==> config.mk <==
export PLATFORM = sky130hd
export DESIGN_NAME = watch_scan_master
export DESIGN_NICKNAME = d
export VERILOG_FILES = /design/src/rtl/debug_defs.sv /design/src/rtl/scan_clk_gen.sv /design/src/rtl/watch_scan_master.sv
export SDC_FILE = /design/constraint.sdc
export NUM_CORES = 1
export LEC_CHECK = 0
export CORE_ASPECT_RATIO = 1.1
export CORE_MARGIN = 2
export CORE_UTILIZATION = 60
export DETAILED_ROUTE_END_ITERATION = 10
export DONT_BUFFER_PORTS = 1
export PLACE_DENSITY = 0.82
export SYNTH_ARGS = -nofsm -noshare
export SYNTH_HDL_FRONTEND = slang
export SYNTH_SLANG_ARGS = --single-unit
==> constraint.sdc <==
create_clock -name Clk -period 3.9 [get_ports Clk]
set_input_delay 0.78 -clock Clk [delete_from_list [all_inputs] [get_ports Clk]]
set_output_delay 0.78 -clock Clk [all_outputs]
set_load 0.01 [all_outputs]
==> src/rtl/debug_defs.sv <==
// Shared debugger definitions: the watch-scan FSM state type and the
// {ShiftDR, CaptureDR} control encodings.
package debug_defs;

  typedef enum logic [1:0] {
    IDLE    = 2'd0,
    CAPTURE = 2'd1,
    SHIFT   = 2'd2,
    DONE    = 2'd3
  } t_scan_state;

  localparam logic [1:0] SCAN_CTRL_IDLE    = 2'b00;
  localparam logic [1:0] SCAN_CTRL_CAPTURE = 2'b01;
  localparam logic [1:0] SCAN_CTRL_SHIFT   = 2'b10;

endpackage

==> src/rtl/scan_clk_gen.sv <==
// Scan clock generator: CLKDIV Clk cycles low, then CLKDIV high, while enabled.
// fall_tick marks the cycle before the falling edge, sample_tick the cycle before the rising edge.
module scan_clk_gen #(
  parameter int CLKDIV = 2
) (
  input  logic clk,
  input  logic rst,
  input  logic en,
  output logic scan_clk,
  output logic fall_tick,
  output logic sample_tick
);

  localparam int CNTW = (CLKDIV > 1) ? $clog2(CLKDIV) : 1;
  localparam logic [CNTW-1:0] HALF_LAST = CNTW'(CLKDIV - 1);

  logic [CNTW-1:0] cnt;
  logic            half_end;

  assign half_end = en && (cnt == HALF_LAST);

  // Disabling restarts the phase so every enable begins with a full low half.
  always_ff @(posedge clk) begin
    if (rst || !en) begin
      cnt      <= '0;
      scan_clk <= 1'b0;
    end else if (half_end) begin
      cnt      <= '0;
      scan_clk <= ~scan_clk;
    end else begin
      cnt <= cnt + 1'b1;
    end
  end

  assign fall_tick   = half_end && scan_clk;
  assign sample_tick = half_end && !scan_clk;

endmodule

==> src/rtl/watch_scan_master.sv <==
// Debugger-side master for one CPU watch scan chain: capture, then shift out into oData.
// Optional chain-length check enabled by defining WATCH_SCAN_CHAIN_CHECK_EN.
module watch_scan_master #(
  parameter int MAXLEN = 256,
  parameter int CLKDIV = 2,
  parameter int LW     = $clog2(MAXLEN + 1)
) (
  input  logic              Clk,
  input  logic              Reset,
  input  logic              iStart,
  input  logic [LW-1:0]     iLen,
  output logic              oBusy,
  output logic              oDone,
  output logic [MAXLEN-1:0] oData,
  output logic              oChainErr,
  output logic              oScanClk,
  output logic              oScanIn,
  input  logic              iScanOut,
  output logic [1:0]        oScanCtrl
);
  import debug_defs::*;

  // One spare bit so Len plus the check period never wraps.
  localparam int CW = LW + 1;
  localparam int IW = (MAXLEN > 1) ? $clog2(MAXLEN) : 1;
  localparam logic [LW-1:0] MAXLEN_L = LW'(MAXLEN);
`ifdef WATCH_SCAN_CHAIN_CHECK_EN
  localparam logic [CW-1:0] EXTRA = CW'(1);
`else
  localparam logic [CW-1:0] EXTRA = '0;
`endif

  t_scan_state   state, state_nxt;
  logic [CW-1:0] len_q, bitcnt, nper;
  logic [LW-1:0] len_clamped;
  logic          accept, clk_en, fall_tick, sample_tick, last_per;

  assign accept      = (state == IDLE) && iStart;
  assign len_clamped = (iLen > MAXLEN_L) ? MAXLEN_L : iLen;
  assign nper        = len_q + EXTRA;
  assign last_per    = (bitcnt == nper);
  assign clk_en      = (state == CAPTURE) || (state == SHIFT);
  assign oBusy       = (state != IDLE);
  assign oDone       = (state == DONE);

  scan_clk_gen #(
    .CLKDIV (CLKDIV)
  ) u_clk_gen (
    .clk         (Clk),
    .rst         (Reset),
    .en          (clk_en),
    .scan_clk    (oScanClk),
    .fall_tick   (fall_tick),
    .sample_tick (sample_tick)
  );

  always_ff @(posedge Clk) begin
    if (Reset) state <= IDLE;
    else       state <= state_nxt;
  end

  // State changes only on fall ticks, so oScanCtrl is stable around each rising edge.
  always_comb begin
    state_nxt = state;
    oScanCtrl = SCAN_CTRL_IDLE;
    case (state)
      IDLE: begin
        if (iStart) state_nxt = (iLen == '0) ? DONE : CAPTURE;
      end
      CAPTURE: begin
        oScanCtrl = SCAN_CTRL_CAPTURE;
        if (fall_tick) state_nxt = SHIFT;
      end
      SHIFT: begin
        oScanCtrl = SCAN_CTRL_SHIFT;
        if (fall_tick && last_per) state_nxt = DONE;
      end
      DONE: begin
        state_nxt = IDLE;
      end
      default: begin
        state_nxt = IDLE;
      end
    endcase
  end

  always_ff @(posedge Clk) begin
    if (Reset) begin
      len_q  <= '0;
      bitcnt <= '0;
      oData  <= '0;
    end else if (accept) begin
      len_q  <= CW'(len_clamped);
      bitcnt <= '0;
      oData  <= '0;
    end else if ((state == SHIFT) && sample_tick) begin
      if (bitcnt < len_q) oData[bitcnt[IW-1:0]] <= iScanOut;
      bitcnt <= bitcnt + 1'b1;
    end
  end

`ifdef WATCH_SCAN_CHAIN_CHECK_EN
  logic mark_q, chk_q, err_q;

  // A single 1 is shifted in during the first shift period; it must reappear
  // at ScanOut exactly Len periods later if the chain is Len bits long.
  always_ff @(posedge Clk) begin
    if (Reset || accept) begin
      mark_q <= 1'b0;
      chk_q  <= 1'b0;
      err_q  <= 1'b0;
    end else begin
      if ((state == CAPTURE) && fall_tick) mark_q <= 1'b1;
      if ((state == SHIFT) && fall_tick) mark_q <= 1'b0;
      if ((state == SHIFT) && sample_tick && (bitcnt == len_q)) chk_q <= iScanOut;
      if ((state == SHIFT) && fall_tick && last_per) err_q <= ~chk_q;
    end
  end

  assign oScanIn   = mark_q;
  assign oChainErr = err_q;
`else
  assign oScanIn   = 1'b0;
  assign oChainErr = 1'b0;
`endif

endmodule

### After elaboration in Yosys (flattened, before gate mapping)

Cells that the tools add are included.

| storage, ports and cells | value |
|---|---|
| register bits | 279 |
| input port bits | 13 |
| output and inout bits | 263 |
| word-level logic and storage cells | 48 |

| cells by class | value |
|---|---|
| add/subtract/negate cells | 2 |
| magnitude comparators | 4 |
| eq/ne operators | 7 |
| multiplexer cells | 10 |
| bitwise logic cells | 1 |
| reductions and logical operators | 18 |

Operator list:

| cell | count |
|---|---|
| $bwmux 256 | 1 |
| $add 10x1->10 const B | 1 |
| $eq 10x9->1 | 1 |
| $lt 10x9->1 | 1 |
| $gt 9x9->1 const B | 1 |
| $logic_not 9->1 | 1 |
| $lt 8x9->1 const B | 1 |
| $mux 9 | 1 |
| $demux 1 s8 | 1 |
| $ge 8x1->1 const B | 1 |
| $mux 2 | 4 |
| $pmux 2 s4 | 1 |
| $logic_and 1x1->1 | 7 |
| $ne 2x2->1 const B | 3 |
| $eq 2x2->1 const B | 2 |
| $pmux 2 s2 | 1 |
| $reduce_or 2->1 | 2 |
| $reduce_and 3->1 | 1 |
| $eq 2x1->1 const B | 1 |
| $logic_not 1->1 | 2 |
| $logic_not 2->1 | 1 |
| $logic_or 1x1->1 | 2 |
| $reduce_and 2->1 | 1 |
| $reduce_bool 2->1 | 1 |
| 3 further kinds | 3 |

### Depth between registers and ports, before layout

| logic depth | value |
|---|---|
| depth after elaboration | 7 |
| mapped depth | 10 |

### Cells and area by module

A second synthesis with hierarchy kept.

| unflattened totals | value |
|---|---|
| cells, all modules | 1,150 |
| area total of the unflattened synthesis | 12,081.6 µm² |

Modules (own cells, without submodules):

| module | times used | cells an instance | area an instance (µm²) | sequential area each (µm²) |
|---|---|---|---|---|
| watch_scan_master | 1 | 1,141 | 12,004.0 | 5,545.3 |
| scan_clk_gen | 1 | 9 | 77.6 | 40.0 |

### Worst setup path before layout

OpenSTA, ideal clock, no wires.

| path | value |
|---|---|
| kind | register -> register |
| from | register state[0] |
| to | register oData[16] |
| setup time | 132 ps |
| arrival time | 2,030 ps |
| data required time | 3,768 ps |
| slack | 1,738 ps |
| stages on the path, launching flop included | 11 |
| path buffers | 3 |
| cells stage by stage | dfxtp_1 inv_1 ha_1 and4b_1 buf_4 o211ai_1 a2111oi_4 buf_4 buf_6 nand3_1 mux2i_1 |

| between the ends | value |
|---|---|
| cells in the longest elaborated chain, start to end | 6 |
| elaborated cells between the ends (all ways) | 10 |

RTL lines:

| element | RTL line | RTL |
|---|---|---|
| from (decl) | watch_scan_master.sv:33 | `t_scan_state state, state_nxt;` |
| from (signal assigned) | watch_scan_master.sv:59 | `else state <= state_nxt;` |
| $eq 2x1->1 or $eq 2x2->1 (tied branches) | watch_scan_master.sv:42, watch_scan_master.sv:96 |  |
| $logic_or 1x1->1 | watch_scan_master.sv:42 | `assign clk_en = (state == CAPTURE) \|\| (state == SHIFT);` |
| $logic_and 1x1->1 | scan_clk_gen.sv:20 | `assign half_end = en && (cnt == HALF_LAST);` |
| $logic_and 1x1->1 | scan_clk_gen.sv:36 | `assign sample_tick = half_end && !scan_clk;` |
| $logic_and 1x1->1 | watch_scan_master.sv:96 | `end else if ((state == SHIFT) && sample_tick) begin` |
| $reduce_and 2->1 (no source line) | n/a |  |
| to (signal, indexed assignment) | watch_scan_master.sv:97 | `if (bitcnt < len_q) oData[bitcnt[IW-1:0]] <= iScanOut;` |
| to (decl) | watch_scan_master.sv:14 | `output logic [MAXLEN-1:0] oData,` |

Parallel ways exist; a longest one is shown, timed or not.
A chain may end at the register's enable or synchronous reset.

### Worst setup path after layout

| path | value |
|---|---|
| from | register state[0] |
| to | register oData[185] |

The elaborated chain is that of the path after synthesis.

==> flow_summary.yaml <==
layout:
  final_nets: 1286
  fin_area_um2: 12850
  layout.cells.non_filler: 1525
  diodes: 0
  fill_cells: 1583
  drive_above_1_share_pct: 4.949
  syn2layout_area_growth_pct: 6.129
  final_util_pct: 64.90
cts:
  path_clk_slew_ns: 0.06
  cts.htree.levels: 1
  cts_resized: 0
  worstSkewPairLatency_ns: 0.52
  cts_buffers: 26
  clockBufferDepth: 3
  cts_tree: "yes"
  cts.sinks: 279
  cts_root_buf: "clkbuf_16"
  hold_buffers: 0
  post_cts_buffers: 0
global_routing:
  grt_start_max_net_pins: 138
  grt_pass1_vias: 8964
  grt_overflow: 0
  antenna_found_initial: 0
  grt_util_all_layers_pct: 29.69
  grt_pass1_wl_mm: 51.25
synth:
  yosysSeqAreaShare_pct: 46.14
  ys_warn_count: 0
  yosysUniqueCellTypes: 34
  syn_area_um2: 12110
  syn_area_per_cell_um2: 8.947
  synthCells: 1353
  synth-seq-cells: 279
placed_design:
  numPortBuffers: 0
  dp_hpwl_mm: 20.05
  place_congestion: 0.8101
  placed_cells: 1479
  placed_cell_area_um2: 11950
timing:
  relSlewSlack_pct: 16.21
  slew_violations: 0
  rsz0062_at_grt: "no"
  fin_setup_tns_ns: 0
  max_freq_mhz: 352.7
  tightest_slew_ns: 1.257
  setup_viol: 0
  min_period_ns: 2.835
  hold_violations: 0
  finalCritPeriodShare_pct: 72.69
  finClkSkew_ns: 0.007526
worst_setup_path:
  r2r-end: "oData[185]"
  timing.rr.start: "state[0]"
  cp.required_ns: 4.26
  worstPathBufferInverterCount: 2
  path_max_fanout: 119
  critPathKind: "flop to flop"
  worstPathCellList: "inv_1, ha_1, and4b_1, o211ai_1, a2111oi_4, buf_12, nand3_1, mux2i_1"
  cp-start-kind: "flop"
  path_delay_family: "simple AND/OR/NAND/NOR gates"
  end_kind: "flop"
  slowest_delay_ns: 0.42
  cp.arrival_ns: 3.19
  r2r_slack_ns: 1.07
  slowest_stage: "buf_12"
  path_depth: 8
  reg2reg_depth: 8
power:
  clkPwrFrac_pct: 43.8
  p_seq_share_pct: 47.3
  ir_worst_vdd_mv: 0.3779
  power.density_nw_per_um2: 475.8
  p_leak_uw: 0.005911
  p_sw_share_pct: 24.81
  internal_power_uw: 4596
  power_uw: 6113
  combPwrFrac_pct: 8.9
  switchingPower_uw: 1517
routing:
  wl_mm: 33.29
  vias: 9553
  drtPass1Iterations: 7
  wl_per_cell_um: 21.83
  final_antenna_net_count: 0
  drc: 0
  avgViaCountPerCell: 6.264
  drt_iter0_drc: 836
die:
  initial_core_util_pct: 61.15
  dieHeight_um: 153.0
  die_area_um2: 21330
  core_um2: 19800
  die-width_um: 139.4
  ios: 276
  fp-row-count: 54
hold_path:
  min_path_cells: 1
  hold_end: "state[1]"
  hp-start: "Reset"
  hold_path_class: "input port to flop"
job:
  cap_violations: 0
run_status:
  status: "finished clean"
-- routing by layer --
metal  wire length [um]  global-route usage, %
met5                  0                      0
met3               3578                  9.273
met4               1391                  12.75
met2              15950                  47.71
met1              12370                  36.91
-- worst max path at each step --
stage / start / to
floorplan: state[0] / oData[16]
global placement: state[0] / oData[6]
detailed placement: state[0] / oData[38]
CTS: state[0] / oData[63]
global route: state[0] / oData[11]
finish: state[0] / oData[185]
-- synthesized netlist by cell type --
library cell,number,area share (%)
buf_2,7,0.29
and3_1,4,0.21
a22o_1,1,0.072
and4b_1,1,0.083
nor3_1,12,0.50
buf_6,10,0.93
a221oi_1,1,0.072
and4_1,2,0.14
nand3_1,259,11
buf_4,20,1.2
xnor2_1,5,0.36
inv_1,15,0.47
and2_1,13,0.67
nand2_1,273,8.5
ha_1,18,1.9
o211ai_1,1,0.062
nor3b_1,3,0.19
nor2_1,27,0.84
xor2_1,5,0.36
dfxtp_1,279,46
a2111oi_4,1,0.23
nor4_1,3,0.16
a21oi_1,9,0.37
nand4_1,1,0.052
mux2i_1,256,21
a211oi_1,4,0.25
o21ai_0,5,0.21
nand4b_1,1,0.072
clkbuf_1,92,2.9
nor2b_1,3,0.16
buf_1,14,0.43
nand2b_1,6,0.31
a21o_1,1,0.062
conb_1,1,0.031
-- through the flow --
stage	hold WS, ns	setup slack [ns]
2_1_floorplan	0.4338	1.738
3_3_place_gp	0.4448	1.235
3_5_place_dp	0.4565	1.126
4_1_cts	0.3112	1.119
5_1_grt	0.3139	0.8653
6_report	0.3229	1.065
-- cell type report --
cell class / count / area, um2 / area share [%]
flip-flops and latches: 279 / 5585 / 43.47
clock buffers: 39 / 760.7 / 5.921
repair buffers: 16 / 170.2 / 1.325
clock inverters: 7 / 137.6 / 1.071
multi-input cells: 917 / 5822 / 45.32
inverters: 15 / 56.30 / 0.4383
well taps: 252 / 315.3 / 2.454
-- logic make-up (layout without fill, tap and decap cells) --
family                     after synthesis  after routing  synth area share (%)
AOI/OAI and AO/OA                       23             23                 1.323
xor gates and xnor gates                10             10                0.7235
adders and majority gates               18             18                 1.860
buffers and inverters                  158             77                 6.212
DFF                                    279            279                 46.14
muxes                                  256            256                 21.17
other                                    1              2               0.03098
and+or+nand+nor                        608            608                 22.54
-- flip-flops by register name, indices dropped and copies added, names as in the netlist --
signal	count
u_clk_gen.cnt	1
u_clk_gen.scan_clk	1
len_q	9
oData	256
bitcnt	10
state	2
-- power groups by stage --
| stage | clock network (uW) | logic [uW] | registers [uW] |
|---|---|---|---|
| detailed placement | 0 | 536 | 2960 |
| global placement | 0 | 534 | 2960 |
| finish | 2680 | 541 | 2890 |
| CTS | 2700 | 537 | 2890 |
| global route | 2800 | 593 | 2890 |
| floorplan | 0 | 434 | 2950 |
-- placed cells by master, fill, tap and decap left out, types with 2 or more instances in the layout --
cell	instances
buf_12	4
a211oi_1	4
nor3_1	7
buf_4	12
dfxtp_1	279
nand2_1	272
nand2b_1	6
and4_1	2
nor3_2	5
nand3_1	259
inv_1	15
a21oi_1	8
xnor2_1	5
ha_1	18
and3_1	4
o21ai_0	5
nor4_1	2
nor3b_1	3
clkbuf_16	27
nor2b_1	3
nor2_1	27
bufinv_16	4
xor2_1	5
clkbuf_8	4
conb_1	2
clkinv_2	2
mux2i_1	256
and2_1	13
clkbuf_1	8
No activity file was read; power rests on OpenSTA's default activity.
